[src/rtl/mem_arbiter.sv]
// mem_arbiter
//   Shares one external memory port between the fetch-stage requester (imem)
//   and the decode-stage requester (dmem). Each requester issues one-cycle
//   request pulses. Each requester has a one-entry pending slot. When both
//   requesters want the port, the grant alternates between them. The
//   response strobe goes back to the requester that owns the port.
//
// Ports
//   clk, rst            clock; synchronous active-low reset
//   imem_valid          instruction-side request pulse
//   imem_instr/addr/wdata/wstrb   request fields (wstrb==0 means read)
//   imem_ready          one-cycle completion strobe
//   imem_rdata          read data (always mirrors mem_rdata)
//   dmem_*              same set for the data-side requester
//   mem_valid/instr/addr/wdata/wstrb   registered request to the memory port
//   mem_ready, mem_rdata               completion and read data from the port
module mem_arbiter #(
  parameter int ADDR_WIDTH = 32,
  parameter int DATA_WIDTH = 32
) (
  input  logic                    clk,
  input  logic                    rst,
  input  logic                    imem_valid,
  input  logic                    imem_instr,
  input  logic [ADDR_WIDTH-1:0]   imem_addr,
  input  logic [DATA_WIDTH-1:0]   imem_wdata,
  input  logic [DATA_WIDTH/8-1:0] imem_wstrb,
  output logic                    imem_ready,
  output logic [DATA_WIDTH-1:0]   imem_rdata,
  input  logic                    dmem_valid,
  input  logic                    dmem_instr,
  input  logic [ADDR_WIDTH-1:0]   dmem_addr,
  input  logic [DATA_WIDTH-1:0]   dmem_wdata,
  input  logic [DATA_WIDTH/8-1:0] dmem_wstrb,
  output logic                    dmem_ready,
  output logic [DATA_WIDTH-1:0]   dmem_rdata,
  output logic                    mem_valid,
  output logic                    mem_instr,
  output logic [ADDR_WIDTH-1:0]   mem_addr,
  output logic [DATA_WIDTH-1:0]   mem_wdata,
  output logic [DATA_WIDTH/8-1:0] mem_wstrb,
  input  logic                    mem_ready,
  input  logic [DATA_WIDTH-1:0]   mem_rdata
);

  localparam int STRB_WIDTH = DATA_WIDTH / 8;

  typedef enum logic [1:0] {IDLE, SERV_I, SERV_D} state_t;

  state_t                  r_state;
  logic                    r_lastGrantD;

  // A pend bit means "buffered but not yet granted". It is cleared at grant
  // time, so a requester that is being served never counts as a candidate
  // unless it pulses again.
  logic                    r_iPend;
  logic                    r_iInstr;
  logic [ADDR_WIDTH-1:0]   r_iAddr;
  logic [DATA_WIDTH-1:0]   r_iWdata;
  logic [STRB_WIDTH-1:0]   r_iWstrb;

  logic                    r_dPend;
  logic                    r_dInstr;
  logic [ADDR_WIDTH-1:0]   r_dAddr;
  logic [DATA_WIDTH-1:0]   r_dWdata;
  logic [STRB_WIDTH-1:0]   r_dWstrb;

  logic                    r_memValid;
  logic                    r_memInstr;
  logic [ADDR_WIDTH-1:0]   r_memAddr;
  logic [DATA_WIDTH-1:0]   r_memWdata;
  logic [STRB_WIDTH-1:0]   r_memWstrb;

  logic                    w_iAccept;
  logic                    w_dAccept;
  logic                    w_iCand;
  logic                    w_dCand;
  logic                    w_decide;
  logic                    w_grantI;
  logic                    w_grantD;
  logic                    w_winInstr;
  logic [ADDR_WIDTH-1:0]   w_winAddr;
  logic [DATA_WIDTH-1:0]   w_winWdata;
  logic [STRB_WIDTH-1:0]   w_winWstrb;

  // A pulse is dropped while its slot is still waiting, or while its own
  // transaction is stalled. In the completion cycle the pulse is accepted as
  // a fresh request.
  assign w_iAccept = imem_valid && !r_iPend && !((r_state == SERV_I) && !mem_ready);
  assign w_dAccept = dmem_valid && !r_dPend && !((r_state == SERV_D) && !mem_ready);

  assign w_iCand  = r_iPend || w_iAccept;
  assign w_dCand  = r_dPend || w_dAccept;

  // The arbiter makes a decision in every IDLE cycle and in every
  // completion cycle. mem_ready is ignored while the port is in IDLE.
  assign w_decide = (r_state == IDLE) || mem_ready;

  // If both requesters are candidates, the one that was not granted last wins.
  assign w_grantI = w_decide && w_iCand && (!w_dCand || r_lastGrantD);
  assign w_grantD = w_decide && w_dCand && (!w_iCand || !r_lastGrantD);

  // Fields of the winner: taken from the slot if buffered, or from the live
  // inputs if the request arrives in the same cycle it is granted.
  always_comb begin
    w_winInstr = 1'b0;
    w_winAddr  = '0;
    w_winWdata = '0;
    w_winWstrb = '0;
    if (w_grantI) begin
      if (r_iPend) begin
        w_winInstr = r_iInstr;
        w_winAddr  = r_iAddr;
        w_winWdata = r_iWdata;
        w_winWstrb = r_iWstrb;
      end else begin
        w_winInstr = imem_instr;
        w_winAddr  = imem_addr;
        w_winWdata = imem_wdata;
        w_winWstrb = imem_wstrb;
      end
    end else if (w_grantD) begin
      if (r_dPend) begin
        w_winInstr = r_dInstr;
        w_winAddr  = r_dAddr;
        w_winWdata = r_dWdata;
        w_winWstrb = r_dWstrb;
      end else begin
        w_winInstr = dmem_instr;
        w_winAddr  = dmem_addr;
        w_winWdata = dmem_wdata;
        w_winWstrb = dmem_wstrb;
      end
    end
  end

  always_ff @(posedge clk) begin
    if (!rst) begin
      r_state      <= IDLE;
      r_lastGrantD <= 1'b0;
      r_iPend      <= 1'b0;
      r_iInstr     <= 1'b0;
      r_iAddr      <= '0;
      r_iWdata     <= '0;
      r_iWstrb     <= '0;
      r_dPend      <= 1'b0;
      r_dInstr     <= 1'b0;
      r_dAddr      <= '0;
      r_dWdata     <= '0;
      r_dWstrb     <= '0;
      r_memValid   <= 1'b0;
      r_memInstr   <= 1'b0;
      r_memAddr    <= '0;
      r_memWdata   <= '0;
      r_memWstrb   <= '0;
    end else begin
      if (w_iAccept) begin
        r_iInstr <= imem_instr;
        r_iAddr  <= imem_addr;
        r_iWdata <= imem_wdata;
        r_iWstrb <= imem_wstrb;
      end
      if (w_dAccept) begin
        r_dInstr <= dmem_instr;
        r_dAddr  <= dmem_addr;
        r_dWdata <= dmem_wdata;
        r_dWstrb <= dmem_wstrb;
      end

      if (w_grantI) begin
        r_iPend <= 1'b0;
      end else if (w_iAccept) begin
        r_iPend <= 1'b1;
      end
      if (w_grantD) begin
        r_dPend <= 1'b0;
      end else if (w_dAccept) begin
        r_dPend <= 1'b1;
      end

      // Grants can run back-to-back. A stalled transaction keeps the mem_*
      // outputs unchanged because nothing below fires while mem_ready is low.
      if (w_grantI || w_grantD) begin
        r_memValid   <= 1'b1;
        r_memInstr   <= w_winInstr;
        r_memAddr    <= w_winAddr;
        r_memWdata   <= w_winWdata;
        r_memWstrb   <= w_winWstrb;
        r_state      <= w_grantI ? SERV_I : SERV_D;
        r_lastGrantD <= w_grantD;
      end else if ((r_state != IDLE) && mem_ready) begin
        r_memValid <= 1'b0;
        r_state    <= IDLE;
      end
    end
  end

  assign mem_valid  = r_memValid;
  assign mem_instr  = r_memInstr;
  assign mem_addr   = r_memAddr;
  assign mem_wdata  = r_memWdata;
  assign mem_wstrb  = r_memWstrb;

  assign imem_ready = (r_state == SERV_I) && mem_ready;
  assign dmem_ready = (r_state == SERV_D) && mem_ready;
  assign imem_rdata = mem_rdata;
  assign dmem_rdata = mem_rdata;

endmodule

[config.mk]
export PLATFORM = sky130hd
export DESIGN_NAME = mem_arbiter
export DESIGN_NICKNAME = d
export VERILOG_FILES = /design/src/rtl/mem_arbiter.sv
export SDC_FILE = /design/constraint.sdc
export NUM_CORES = 1
export LEC_CHECK = 0
export ABC_AREA = 1
export CAP_MARGIN = 25
export CORE_MARGIN = 1.5
export CORE_UTILIZATION = 38
export CTS_BUF_LIST = sky130_fd_sc_hd__clkbuf_4
export DETAILED_ROUTE_END_ITERATION = 12
export GPL_TIMING_DRIVEN = 1
export PLACE_DENSITY = 0.66
export RECOVER_POWER = 25
export SLEW_MARGIN = 20
export SYNTH_ARGS = -nofsm -noshare
export SYNTH_HDL_FRONTEND = slang
export SYNTH_SLANG_ARGS = --single-unit
[constraint.sdc]
create_clock -name clk -period 2.52 [get_ports clk]
set_input_delay 0.504 -clock clk [delete_from_list [all_inputs] [get_ports clk]]
set_output_delay 0.504 -clock clk [all_outputs]
set_load 0.01 [all_outputs]
**Word level (Yosys, flattened, before mapping)**

Cells that the tools add are included.

- Register bits after elaboration: 213
- Input port bits: 175
- Logic and storage cells: 73
- Output and inout port bits: 136

- Multiplexer cells: 21
- Bitwise logic cells: 1
- Reductions and logical operators: 32
- Eq/ne operators: 2

Operators with widths:

| operator | count |
|---|---|
| two-way mux 32 bit | 8 |
| two-way mux 4 bit | 4 |
| logical AND 1 bit | 13 |
| logical NOT 1 bit | 8 |
| logical OR 1 bit | 6 |
| two-way mux 1 bit | 6 |
| two-way mux 2 bit | 3 |
| nonzero test 2 bit | 2 |
| OR reduction 2 bit | 2 |
| == test 2 x 1 -> 1 bit (second input constant) | 1 |
| == test 2 bit (second input constant) | 1 |
| logical NOT 2 bit | 1 |
| NOT 1 bit | 1 |

**Longest topological paths before layout**

- Word-level depth: 10
- Depth in mapped cells: 11
- Mapped depth without buffers: 9

**Worst setup path before layout**

No wires, ideal clock.

- Path kind: in2reg
- Start point: input mem_ready
- End point: register r_iPend
- Stages on the path: 8
- Buffers on the path: 1
- Arrival time: 1.406 ns
- Setup slack: 0.999 ns
- Path through: inv_2 -> nand3_2 -> nand2_2 -> nand2_1 -> nand2_2 -> buf_2 -> nand2_1 -> and3_1

- Cells in the longest elaborated chain, start to end: 9
- Elaborated cells on any way between the ends: 15
- Classes of those cells: reduce/logical: 15

Ends and longest elaborated chain:

| item | RTL line | RTL |
|---|---|---|
| start: declaration | 42 | `input logic mem_ready,` |
| logical NOT 1 bit | 89, 90 |  |
| logical AND 1 bit | 90 | `assign w_dAccept = dmem_valid && !r_dPend && !((r_state == SERV_D) && !mem_ready);` |
| logical NOT 1 bit | 90 |  |
| logical AND 1 bit | 90 |  |
| logical OR 1 bit | 93 | `assign w_dCand = r_dPend \|\| w_dAccept;` |
| logical NOT 1 bit | 100 | `assign w_grantI = w_decide && w_iCand && (!w_dCand \|\| r_lastGrantD);` |
| logical OR 1 bit | 100 |  |
| logical AND 1 bit | 100 |  |
| OR reduction 2 bit (no source line) | - |  |
| end signal: assignment | 141 | `r_iPend <= 1'b0;` |
| end signal: assignment | 171 | `r_iPend <= 1'b0;` |
| end signal: assignment | 173 | `r_iPend <= 1'b1;` |
| end: declaration | 56 | `logic r_iPend;` |

Several ways; a longest one is shown, not always the timed one.
A chain may end at the register's enable or synchronous reset.

**Worst setup path in the final report**

- Start point: input mem_ready
- End point: output imem_ready

- Cells in the longest elaborated chain, start to end: 1

Ends and longest elaborated chain:

| item | RTL line | RTL |
|---|---|---|
| logical AND 1 bit | 204 | `assign imem_ready = (r_state == SERV_I) && mem_ready;` |
| end: declaration | 28 | `output logic imem_ready,` |

No other way between the ends.

==> summary.txt <==
design area - 13400 sq um
Worst Path Max Fanout - 4
I/O Buffers - 214
crit end category - output port
pin count of the biggest net entering global routing - 87
htree depth - 2
clock-pin transition on the worst setup and hold timing paths - 60 ps
Startpoint Class - input port
cell family contributing the most delay on the critical path - buffers and inverters
Max Slew Vio Count - 0
die width - 171 microns
Num CTS Buffers - 59
Worst Path Required - 2020 ps
Synth Area per Inst - 6.72 sq um
DRC viols - 0
Clk Latency, worst-skew pair - 670 ps
Crit Path Category - in2out
Worst Skew - 40.4 ps
nets@finish - 1895
Mapped Cells - 1604
number of max-cap violations - 0
gp weighted congestion - 0.791
number of enable flip-flop cells after synthesis - 0
TNS Setup - 0 ps
Async SR Flop Fraction - 0%
DR iter-0 viols - 903
initial antenna violation count - 2
critical path, cell by cell - clkdlybuf4s50_1, inv_1, nor3_2, clkdlybuf4s50_1
most frequent cells in the layout - nand2_1, nand3_1, o21ai_0, clkdlybuf4s50_1, dfxtp_1
share of layout cells above drive strength 1 - 8.32%
Seq cells post-synth - 213
Net Count, Synth - 1779
minimum clock period - 2430 ps
Ports - 311
drt first pass iters - 6
maximum VDD drop - 0.000426 V
Max-slew headroom - 36.5%
pwr dens - 856 nW/um^2
Cell Area, Synth - 10800 sq um
Site Rows - 61
total number of vias - 10.7k
drt wl/cell - 15.2 microns
CP bufs+invs - 3
Crit path arrival time - 1930 ps
Hold Violations, Final - 0
filler instances - 2802
sequential share of power - 38.2%
status - finished, final reports clean
commonest non-fill, non-tap cell in the layout - nand2_1
P&R area growth vs syn - 24.0%
sw frac - 37.0%
die area - 29400 sq um
overall power - 11.4 mW
first-pass GRT wire length - 51400 microns
clock share of power - 25.8%
DP HPWL - 20500 microns
Top FF cell, synth - dfxtp_1
Detail Route Antenna Nets - 0
Sw Pwr - 4.23 mW
Initial Util - 38.7%
Clock Sinks - 213
Slowest cell on crit path - clkdlybuf4s50_1
register area share after synthesis - 39.6%
Total Routed Length - 32500 microns
DP Area - 12700 sq um
number of global-route vias before repair - 10.2k
core area - 27900 sq um
CTS tree - done
Netlist cell types - 23
die height - 171 microns
Min-Delay Path Class - in2reg
RSZ-0062 raised after global routing - false
Int Pwr - 7.20 mW
crit share post-route - 96.5%
vias per inst - 5.00
total congestion overflow - 0
final setup fails - 0
Leak Pwr - 6.16 nW
Total GRT Usage - 21.9%
slowest cell delay on critical path - 570 ps
CTS max path bufs - 3
Ys Warns - 0
crit-path most repeated cell - clkdlybuf4s50_1
Comb pwr share - 36.0%
Max Clock Freq - 411 MHz
clock root cell - clkbuf_4
Worst Tran Pin Value - 953 ps
## layer usage
layer	global-route usage, %	vias to the layer above	wire [microns]
li1	-	5359	-
met2	35.8	355	14500
met1	27.7	4850	14300
met4	11.3	0	1400
met3	3.70	110	2180
met5	0	-	0
## synthesized netlist by cell type (8+ instances only)
cell type  count  area, sq um
nand3_1      266         1330
dfxtp_1      213         4260
buf_4         81          608
buf_6          9          101
clkbuf_1      42          158
buf_2         44          220
nor2_1       110          413
inv_1        157          589
nand3_2        8         80.1
o21ai_0      223         1120
a21oi_1       90          450
buf_1         10         37.5
nand2_1      327         1230
## repair_timing
action,CTS,global route
cloned,0,0
setup endpoints to repair,2,1
hold buffers,0,0
resized for setup,4,1
setup buffers,0,0
endpoints found under the hold margin,0,0
## stage by stage
step / cells / util [%] / hold slack [ps] / setup WS (ps)
2_1_floorplan: 1604 / - / 429 / 999
3_3_place_gp: 2037 / 45.5 / 440 / 39.5
3_5_place_dp: 2037 / 45.5 / 457 / 33.1
4_1_cts: 2133 / 48.0 / 162 / 35.5
5_1_grt: 2135 / 47.9 / 202 / 10.5
6_report: 2135 / 47.9 / 234 / 88.1
## power by group through the flow
stage,sequential [mW],clock [mW],combinational (mW)
after floorplan,4.43,0,2.59
after CTS,4.36,3.05,4.16
after detailed placement,4.42,0,4.14
after global routing,4.42,3.23,4.58
after global placement,4.41,0,4.07
final,4.36,2.95,4.12
## logic make-up after synthesis
group                  Yosys count  share of synthesized area, %
AO/OA/AOI/OAI                  316                          15.0
buffers and inverters          350                          16.2
flip-flops                     213                          39.6
AND/OR/NAND/NOR                725                          29.2
## worst min-delay path, cell delays in order
cell	delay, ps
buf_6	210
nand2_1	110
inv_1	30
## state kept, by name, indices dropped and copies added (netlist names)
register	cells
mem_addr	32
mem_instr	1
mem_valid	1
mem_wdata	32
mem_wstrb	4
r_dAddr	32
r_dInstr	1
r_dPend	1
r_dWdata	32
r_dWstrb	4
r_iAddr	32
r_iInstr	1
r_iPend	1
r_iWdata	32
r_iWstrb	4
r_lastGrantD	1
r_state	2
## cell type report
class                      instances  area, sq um  area share (%)
antenna                            2         5.00          0.0375
clock buffer                      87          653            4.89
clock inverter                     9         35.0           0.262
inverter                         163          614            4.60
multi-input combinational       1041         4770            35.7
sequential                       213         4270            32.0
tap                              378          473            3.54
timing repair buffer             242         2530            18.9
## path summary, 6_finish.rpt
path                start           end  slack [ps]  cells after the start
max reg2reg    r_state[0]    r_dAddr[5]         450                      7
min reg2reg  r_dWdata[31]  r_dWdata[31]         470                      2
max             mem_ready    imem_ready          90                      4
min                   rst     mem_valid         230                      3
No activity file was read; power rests on OpenSTA's default activity.
==> patch: new RTL, same flow settings <==
Change the parameter `ADDR_WIDTH` from 32 to 48.
--- a/src/rtl/mem_arbiter.sv
+++ b/src/rtl/mem_arbiter.sv
@@ -17,3 +17,3 @@
 module mem_arbiter #(
-  parameter int ADDR_WIDTH = 32,
+  parameter int ADDR_WIDTH = 48,
   parameter int DATA_WIDTH = 32
Interface: changed (resized dmem_addr, imem_addr and mem_addr); port bits go from 311 to 359. The function was not compared with the original's and may differ.
==> patch against the unedited design <==
- clock power rose by 41%
- total power increased by 27%
- maximum frequency rose by 2.3%
- sequential cell count grew 48
- setup slack improved by 54 ps
- cell area is 23% higher
- synthesized area up 20%
- final cell count is 22% higher
- sequential share of layout area shrank 0.21 points
- routed wire length grew 26%
==> patch: results (changes against the unedited design) <==
Run status
The run finished with clean final reports.

Placement
The placer congestion estimate was 0.793 (+0.19%). The count of input and output buffers was 262 (+22%). The HPWL after detailed placement is 25100 um (+23%). The area of placed instances is 0.0155 mm2 (+22%). The number of placed instances with taps included is 2467 (+21%).

GRT
The remaining global-route overflow is 0 (unchanged). The global-route total usage across every layer was 0.229 (+0.0102). The largest net degree at the start of global routing is 129 (+48%).

The number of antenna violations at the first check in global routing came to 6 (+4). The wire length of the first global-routing pass came to 65700 um (+28%).

Route
The sum of met2 wire segment lengths after detailed routing is 18800 um (+30%). The first-pass iteration count of the detailed router is 6 (unchanged). The via count normalized by instance count was 5.11 (+2.2%). The via total after detailed routing is 13300 (+25%). The wire length on met3 is 3220 um (+48%). The routed length on met1 was 17400 um (+21%).

The top layer reached by signal wires is met5. The DRC marker count from the first detailed-route iteration came to 865 (-4.2%). The post-detailed-routing wire length is 40900 um (+26%).

The DRC violation count after routing is 0 (unchanged).

Cells and area
The number of nets in the layout was 2302 (+21%). The fraction of final layout cells with drive strength greater than 1 was 0.0846 (+0.00138).

Setup path
The delay of the slowest cell on the worst path is 570 ps (about the same). The origin of the critical flop-to-flop path is r_state[1]$_SDFFE_PN0P_. Broken down by cell family, the worst path's largest delay share belongs to buffers and inverters. The data arrival time at the worst-slack endpoint is 1870 ps (-60 ps). The startpoint of the worst setup timing path is r_state[0]$_SDFFE_PN0P_. The maximum net fanout on the critical path is 4 (unchanged). The largest individual stage delay along the critical path comes from the cell sky130_fd_sc_hd__clkdlybuf4s50_1.

Synthesis
The most used flip-flop cell after synthesis is sky130_fd_sc_hd__dfxtp_1. The number of warnings reported in the yosys synthesis log is 0 (unchanged). After synthesis, the cell types taking the most area are sky130_fd_sc_hd__dfxtp_1, sky130_fd_sc_hd__nand3_1, sky130_fd_sc_hd__o21ai_0. The number of nets produced by synthesis came to 2146 (+21%).

The share of synthesized flip-flops with an asynchronous set or reset is 0 (unchanged). The count of unique library cells instantiated by Yosys is 22 (-4.3%). Counting instances in the post-synthesis netlist gives the leading cell types as sky130_fd_sc_hd__nand2_1, sky130_fd_sc_hd__nand3_1, sky130_fd_sc_hd__o21ai_0, sky130_fd_sc_hd__dfxtp_1, sky130_fd_sc_hd__inv_1. The average cell area after synthesis is 6.68 um2 (-0.61%).

The sequential fraction of the synthesis area is 0.404 (+0.00787). The number of enable flip-flop cells after synthesis was 0 (unchanged).

Pwr
The worst IR drop on VDD was 0.535 mV (+26%). The leakage power is 7.61 nW (+23%).

Clock tree
The clock-pin transition on the worst setup and hold timing paths is 60 ps (about the same). The cell sitting at the root of the clock tree is a sky130_fd_sc_hd__clkbuf_4. The number of H-tree levels is 3 (+1). The clock latency reported for the late side of the worst-skew pair is 670 ps (about the same). The largest buffer count on any clock path was 3 (unchanged). The number of buffers created by CTS is 74 (+25%).

Min path
The startpoint identified for the worst hold timing path is rst. The kind of path behind the tightest hold check is input port to flop.

Timing
The clock skew after layout is 42.9 ps (+2.48 ps). The transition at the pin with the smallest max-transition slack is 990 ps (+37.3 ps). The number of hold violations in the final report is 0 (unchanged).
## patch: kinds of logic (layout without fill, tap and decap cells)
logic type	count (synthesis)	count (layout)	share of synthesized area
DFF	261	261	0.404
and+or+nand+nor	835	835	0.279
other	0	4	0
AOI/OAI and AO/OA	412	412	0.161
buffers and inverters	431	644	0.156
## patch: layout make-up
| cell class | count | area [um2] |
|---|---|---|
| Tap cell | 448 | 561 |
| Inverter | 212 | 801 |
| Clock inverter | 15 | 114 |
| Fill cell | 3340 | 17100 |
| Sequential cell | 261 | 5230 |
| Clock buffer | 118 | 886 |
| Antenna cell | 4 | 10.0 |
| Timing Repair Buffer | 299 | 3150 |
| Multi-Input combinational cell | 1247 | 5710 |
## patch: repair_timing
action	in CTS	in global routing
buffers inserted	0	0
hold buffers	0	0
endpoints found under the setup margin	0	1
gates resized for setup	0	1
## patch: worst paths after layout
kind	to	slack, ps	cells past startpoint
min	mem_wdata[9]$_SDFFE_PN0P_	300	3
max reg2reg	r_dAddr[10]$_SDFFE_PN0P_	290	7
min reg2reg	r_iAddr[4]$_SDFFE_PN0P_	480	2
max	dmem_ready	140	3
## patch: where the power goes
group | switching [W] | leakage, nW | internal, W
Sequential | 0.000466 | 2.16 | 0.00488
Combinational | 0.00299 | 4.85 | 0.00200
Clock | 0.00183 | 0.598 | 0.00232
Total | 0.00529 | 7.61 | 0.00921
## patch: routing by layer
layer,GRT usage,up-vias
li1,-,6564
met1,0.283,6079
met2,0.374,542
met3,0.0520,114
met4,0.115,2
met5,0,-
## patch: worst min-delay path: stages
cell and delay (ps):
sky130_fd_sc_hd__buf_6 240, sky130_fd_sc_hd__nand2_1 130, sky130_fd_sc_hd__inv_1 30
## patch: per-stage QoR
step,utilization,worst slack (ps)
finish,0.491,142
global route,0.491,20.3
CTS,0.492,42.3
detailed placement,0.462,164
global placement,0.462,220
floorplan,-,922
